File: config.mk
export PLATFORM = sky130hd
export DESIGN_NAME = delay_tap_sweep_ctrl
export DESIGN_NICKNAME = d
export VERILOG_FILES = /design/src/rtl/delay_ctrl_pkg.sv /design/src/rtl/delay_sample_counter.sv /design/src/rtl/delay_tap_sweep_ctrl.sv
export SDC_FILE = /design/constraint.sdc
export NUM_CORES = 1
export LEC_CHECK = 0
export ABC_AREA = 1
export ABC_CLOCK_PERIOD_IN_PS = 1300
export CAP_MARGIN = 15
export CORE_ASPECT_RATIO = 1.1
export CORE_MARGIN = 2
export CORE_UTILIZATION = 45
export DETAILED_ROUTE_END_ITERATION = 6
export PLACE_DENSITY = 0.73
export SYNTH_ARGS = -nofsm -noshare
export SYNTH_HDL_FRONTEND = slang
export SYNTH_SLANG_ARGS = --single-unit
export TNS_END_PERCENT = 30
File: constraint.sdc
create_clock -name clk -period 1.3 [get_ports clk]
set_clock_uncertainty 0.15 [all_clocks]
set_input_delay 0.13 -clock clk [delete_from_list [all_inputs] [get_ports clk]]
set_output_delay 0.13 -clock clk [all_outputs]
set_load 0.01 [all_outputs]
File: src/rtl/delay_ctrl_pkg.sv
// Shared types and helpers for the delay-line tap sweep calibration block.
package delay_ctrl_pkg;

  localparam int TAP_W_DEF = 3;

  typedef enum logic [2:0] {
    ST_IDLE    = 3'd0,
    ST_SET     = 3'd1,
    ST_SETTLE  = 3'd2,
    ST_LAUNCH  = 3'd3,
    ST_CAPTURE = 3'd4,
    ST_NEXT    = 3'd5,
    ST_DONE    = 3'd6
  } tap_sweep_state_t;

  // Strict majority: a tie between ones and zeros resolves to 0.
  function automatic logic majority(input int unsigned ones, input int unsigned samples);
    return ones > (samples / 32'd2);
  endfunction

endpackage

File: src/rtl/delay_sample_counter.sv
// Per-tap launch/capture bookkeeping: counts captures and captured ones, reports majority.
module delay_sample_counter
  import delay_ctrl_pkg::*;
#(
  parameter int SAMPLES = 8,
  localparam int CNT_W = $clog2(SAMPLES + 1)
) (
  input  logic clk,
  input  logic rst,
  input  logic clr,
  input  logic cap_en,
  input  logic sample,
  output logic last_sample,
  output logic maj_bit
);

  logic [CNT_W-1:0] sample_cnt_r;
  logic [CNT_W-1:0] ones_cnt_r;

  // Counters cleared once per tap, stepped on each capture.
  always_ff @(posedge clk) begin
    if (rst || clr) begin
      sample_cnt_r <= {CNT_W{1'b0}};
      ones_cnt_r   <= {CNT_W{1'b0}};
    end else if (cap_en) begin
      sample_cnt_r <= sample_cnt_r + CNT_W'(1);
      ones_cnt_r   <= ones_cnt_r + {{(CNT_W-1){1'b0}}, sample};
    end else begin
      sample_cnt_r <= sample_cnt_r;
      ones_cnt_r   <= ones_cnt_r;
    end
  end

  // The capture in progress is the last one for this tap.
  assign last_sample = (sample_cnt_r == CNT_W'(SAMPLES - 1));
  assign maj_bit     = majority(32'(ones_cnt_r), 32'(SAMPLES));

endmodule

File: src/rtl/delay_tap_sweep_ctrl.sv
// Tap sweep sequencer with manual tap arbitration in idle.
// Optional per-tap majority map built when DELAY_TAP_MAP_EN is defined.
module delay_tap_sweep_ctrl
  import delay_ctrl_pkg::*;
#(
  parameter int TAP_W      = TAP_W_DEF,
  parameter int SETTLE_CYC = 4,
  parameter int SAMPLES    = 8
) (
  input  logic                  clk,
  input  logic                  rst,
  input  logic                  start,
  input  logic                  manual_en,
  input  logic [TAP_W-1:0]      manual_tap,
  input  logic                  dl_sample,
  output logic [TAP_W-1:0]      tap_sel,
  output logic                  launch,
  output logic                  busy,
  output logic                  done,
  output logic                  lock_valid,
  output logic [TAP_W-1:0]      lock_tap,
  output logic [2**TAP_W-1:0]   tap_map
);

  localparam int NTAPS = 2**TAP_W;
  localparam int SET_W = $clog2(SETTLE_CYC + 1);
  localparam logic [TAP_W-1:0] LAST_TAP = TAP_W'(NTAPS - 1);

  tap_sweep_state_t state_r, state_next_s;
  logic [SET_W-1:0] settle_cnt_r;
  logic [TAP_W-1:0] idx_r, idx_next_s;
  logic [TAP_W-1:0] tap_sel_r, lock_tap_r;
  logic             launch_r, busy_r, done_r, lock_valid_r, ref_r;
  logic             clr_s, cap_s, last_sample_s, maj_s, sweep_go_s;

  assign sweep_go_s = (state_r == ST_IDLE) && start;

  delay_sample_counter #(.SAMPLES(SAMPLES)) u_cnt (
    .clk         (clk),
    .rst         (rst),
    .clr         (clr_s),
    .cap_en      (cap_s),
    .sample      (dl_sample),
    .last_sample (last_sample_s),
    .maj_bit     (maj_s)
  );

  // State register.
  always_ff @(posedge clk) begin
    if (rst) state_r <= ST_IDLE;
    else     state_r <= state_next_s;
  end

  // Next-state, tap index and counter controls.
  always_comb begin
    state_next_s = state_r;
    idx_next_s   = idx_r;
    clr_s        = 1'b0;
    cap_s        = 1'b0;
    case (state_r)
      ST_IDLE: begin
        if (start) begin
          state_next_s = ST_SET;
          idx_next_s   = {TAP_W{1'b0}};
        end else begin
          state_next_s = ST_IDLE;
        end
      end
      ST_SET: begin
        clr_s        = 1'b1;
        state_next_s = ST_SETTLE;
      end
      ST_SETTLE: begin
        if (settle_cnt_r == SET_W'(SETTLE_CYC - 1)) state_next_s = ST_LAUNCH;
        else                                        state_next_s = ST_SETTLE;
      end
      ST_LAUNCH: state_next_s = ST_CAPTURE;
      ST_CAPTURE: begin
        cap_s = 1'b1;
        if (last_sample_s) state_next_s = ST_NEXT;
        else               state_next_s = ST_LAUNCH;
      end
      ST_NEXT: begin
        if (idx_r == LAST_TAP) begin
          state_next_s = ST_DONE;
        end else begin
          state_next_s = ST_SET;
          idx_next_s   = idx_r + TAP_W'(1);
        end
      end
      ST_DONE: state_next_s = ST_IDLE;
      default: state_next_s = ST_IDLE;
    endcase
  end

  // Registered outputs, tap select arbitration and lock tracking.
  always_ff @(posedge clk) begin
    if (rst) begin
      settle_cnt_r <= {SET_W{1'b0}};
      idx_r        <= {TAP_W{1'b0}};
      tap_sel_r    <= {TAP_W{1'b0}};
      launch_r     <= 1'b0;
      busy_r       <= 1'b0;
      done_r       <= 1'b0;
      lock_valid_r <= 1'b0;
      lock_tap_r   <= {TAP_W{1'b0}};
      ref_r        <= 1'b0;
    end else begin
      settle_cnt_r <= (state_r == ST_SETTLE) ? settle_cnt_r + SET_W'(1) : {SET_W{1'b0}};
      idx_r        <= idx_next_s;
      launch_r     <= (state_next_s == ST_LAUNCH);
      busy_r       <= (state_next_s != ST_IDLE);
      done_r       <= (state_next_s == ST_DONE);
      // A sweep start overrides a simultaneous manual request.
      if (state_next_s == ST_SET)                tap_sel_r <= idx_next_s;
      else if (state_r == ST_IDLE && manual_en)  tap_sel_r <= manual_tap;
      if (sweep_go_s) begin
        lock_valid_r <= 1'b0;
        lock_tap_r   <= {TAP_W{1'b0}};
      end else if (state_r == ST_NEXT) begin
        if (idx_r == {TAP_W{1'b0}}) begin
          ref_r <= maj_s;
        end else if ((maj_s != ref_r) && !lock_valid_r) begin
          lock_valid_r <= 1'b1;
          lock_tap_r   <= idx_r;
        end
      end
    end
  end

`ifdef DELAY_TAP_MAP_EN
  logic [NTAPS-1:0] tap_map_r;

  // Per-tap majority map, cleared with the lock result at sweep start.
  always_ff @(posedge clk) begin
    if (rst || sweep_go_s)       tap_map_r <= {NTAPS{1'b0}};
    else if (state_r == ST_NEXT) tap_map_r[idx_r] <= maj_s;
    else                         tap_map_r <= tap_map_r;
  end

  assign tap_map = tap_map_r;
`else
  assign tap_map = {NTAPS{1'b0}};
`endif

  assign tap_sel    = tap_sel_r;
  assign launch     = launch_r;
  assign busy       = busy_r;
  assign done       = done_r;
  assign lock_valid = lock_valid_r;
  assign lock_tap   = lock_tap_r;

endmodule

==> reports/qor.txt <==
result of the run - finished with violations
failing checks - negative setup slack
power density over cell area - 850 mW/mm^2
post-route worst setup slack - -0.123 ns
list of cells traversed by the critical path - buf_6 -> nor2_4 -> nand2_4 -> inv_8 -> nand2_4 -> or2_0 -> a21oi_1
register bit count reported by yosys - 28
Period minus WS final - 1.42 ns
Total Routing Usage GR - 15.5%
quantity of hold-fixing buffers added after cts - 0
number of DRC violations after detailed-routing iteration 0 - 21
commonest non-fill, non-tap cell in the layout - sky130_fd_sc_hd__nand2_1
arrival time of the worst setup path - 1.54 ns
highest attainable clock frequency - 703 MHz
kind of launch point of the worst setup path - register
final standard cell area without fillers - 0.00181 mm^2
number of global-route vias before repair - 1078
Synth Instances - 196
vias per cell - 4.62
synthesized area divided by synthesized cell count - 7.03 um^2
detailed-routing iteration count for the pre-antenna-repair pass - 4
number of antenna violations at the first check in global routing - 0
HPWL after detailed placement - 1.88 mm
number of endpoints with negative hold slack in the final report - 0
critical setup path kind - reg -> reg
slowest cell on the critical path - sky130_fd_sc_hd__dfxtp_2
count of input and output buffers - 17
clock root buffer master - sky130_fd_sc_hd__clkbuf_4
clock-pin slew of the registers on the worst-case setup and hold paths - 0.14 ns
Initial Utilization - 46.0%
Die Width - 56.8 um
number of antenna repair diodes - 0
total routed wirelength - 2.59 mm
Syn Std Cell Area - 0.00138 mm^2
Finish-stage setup viols - 20
commonest cells after routing, fill and taps aside - 48 x sky130_fd_sc_hd__nand2_1, 26 x sky130_fd_sc_hd__inv_1, 25 x sky130_fd_sc_hd__nor2_1, 24 x sky130_fd_sc_hd__dfxtp_1, 18 x sky130_fd_sc_hd__buf_4
unrepaired setup endpoints after global routing - yes
layout cell share with drive strength beyond 1 - 20.1%
count of boundary I/O pins - 26
static leakage - 0.934 nW
count of nets after finishing - 250
CTS H-tree lvls - 1
antenna-violating nets left - 0
Final Max Slew Viols - 0
placement row count - 21
standard cell area after detailed placement - 0.00168 mm^2
global-route wire length before repair - 4.35 mm
highest fanout seen on the critical path - 6
number of CTS-inserted buffers - 3
sequential fraction of the synthesis area - 40.7%
critical path buffer and inverter count - 2
detailed-route wire length per cell - 9.66 um
drc violations - 0
Clock Tree Buf Depth - 2
worst reg2reg path startpoint - state_r[0]$_SDFF_PP0_
top cell family by delay on the critical path - simple AND/OR/NAND/NOR gates
synth warn - 0
area added between synthesis and finish - 31.4%
launching element of the worst setup path - state_r[0]$_SDFF_PP0_
largest vdd supply drop - 0.000636 V
Std-Cell Core Area - 0.00300 mm^2
total number of vias - 1239
worst hold-check path type - reg -> reg
number of clock sinks seen by CTS - 28
Clk Latency, worst-skew pair - 0.32 ns
longest individual stage delay on the worst path - 0.36 ns
Die Footprint - 0.00352 mm^2
clock tree from TritonCTS - done
count of distinct cell types in the synthesized netlist - 23
# Max-Cap Violations - 0
required time reported for the critical path endpoint - 1.42 ns
global placer's final weighted congestion - 0.837
residual overflow from global routing - 0
Critical Path Sink Type - register
Worst Hold Margin - 0.277 ns
maximum number of pins on one net before global-route repair - 16
Critical Path Most Common Cell - sky130_fd_sc_hd__nand2_4
launch instance of the worst min-delay path - settle_cnt_r[0]$_SDFF_PP0_
height of the chip - 62.0 um
final worst path period share - 109%
==> cell type report <==
| type | instances | area (um^2) |
|---|---|---|
| multi-input combinational | 137 | 743 |
| fill | 292 | 1180 |
| sequential | 28 | 568 |
| inverter | 29 | 116 |
| timing repair buffer | 36 | 304 |
| clock buffer | 4 | 36.3 |
| tap | 34 | 42.5 |
==> worst register-to-register path: cells and delay by family, from the launching register on <==
family | cells | cell delay, ns
and+or+nand+nor | 4 | 0.53
DFF | 1 | 0.36
buffers and inverters | 2 | 0.20
AOI/OAI and AO/OA | 1 | 0.13
==> report_power, final <==
part           switching, W  leakage [nW]  internal [W]
Sequential        0.0000162         0.229      0.000882
Clock              0.000244        0.0210      0.000171
Combinational      0.000126         0.684     0.0000986
Total              0.000386         0.934       0.00115
==> synth_stat cells, drive strengths merged <==
master,instances,area [um^2]
nand2,54,213
nor3,3,15.0
ha,7,87.6
dfxtp,28,561
xnor2,1,8.76
xor2,1,8.76
nand4,3,18.8
o21ai,4,20.0
conb,1,3.75
nor2,28,113
clkinv,1,5.00
a21oi,8,40.0
inv,28,105
a211oi,1,7.51
or2,1,6.26
nand3,18,100
buf,9,65.1
==> flip-flops by register name (all words and copies together), names as in the netlist <==
register	cells
u_cnt.ones_cnt_r	4
u_cnt.sample_cnt_r	4
idx_r	3
lock_tap	3
settle_cnt_r	3
state_r	3
tap_sel	3
busy	1
done	1
launch	1
lock_valid	1
ref_r	1
==> worst paths after layout <==
| kind | depth (start not counted) | slack [ns] | to |
|---|---|---|---|
| hold / removal | 1 | 0.28 | settle_cnt_r[0]$_SDFF_PP0_ |
| setup reg to reg | 7 | -0.12 | u_cnt.ones_cnt_r[2]$_SDFFE_PP0N_ |
| setup / recovery | 7 | -0.12 | u_cnt.ones_cnt_r[2]$_SDFFE_PP0N_ |
| hold reg to reg | 1 | 0.28 | settle_cnt_r[0]$_SDFF_PP0_ |
==> routing by layer <==
metal | track usage, % | part of all wire (%) | vias up
met5 | 0 | 0 | -
met4 | 5.98 | 1.4 | 0
met3 | 1.86 | 2.7 | 4
met2 | 28.4 | 49 | 18
met1 | 19.1 | 47 | 548
li1 | - | - | 669
==> cells by family (layout without fill, tap and decap cells) <==
kind of cell | Yosys count | after routing | share of synthesized area [%]
DFF | 28 | 28 | 40.7
other | 1 | 8 | 0.272
adders and majority gates | 7 | 7 | 6.36
AOI/OAI and AO/OA | 13 | 13 | 4.90
xor gates and xnor gates | 2 | 2 | 1.27
buffers and inverters | 38 | 69 | 12.7
and+or+nand+nor | 107 | 107 | 33.8
==> repair_timing <==
item	in CTS	in global routing
buffers inserted	0	5
pin swaps	0	7
resized for setup	16	15
setup endpoints to repair	29	25
==> per-stage QoR <==
| stage | setup WS (ns) | std cells | total power (W) | util, % | setup TNS (ns) |
|---|---|---|---|---|---|
| 6_report | -0.123 | 268 | 0.00154 | 60.4 | -1.34 |
| 5_1_grt | -0.208 | 268 | 0.00162 | 60.4 | -3.50 |
| 4_1_cts | -0.113 | 263 | 0.00154 | 57.4 | -1.01 |
| 3_5_place_dp | -0.179 | 259 | 0.00114 | 56.1 | -1.11 |
| 3_3_place_gp | -0.154 | 259 | 0.00114 | 56.1 | -0.796 |
| 2_1_floorplan | -0.00128 | 203 | 0.00106 | - | -0.00128 |
Note: power is estimated with default switching activity, not from simulation.
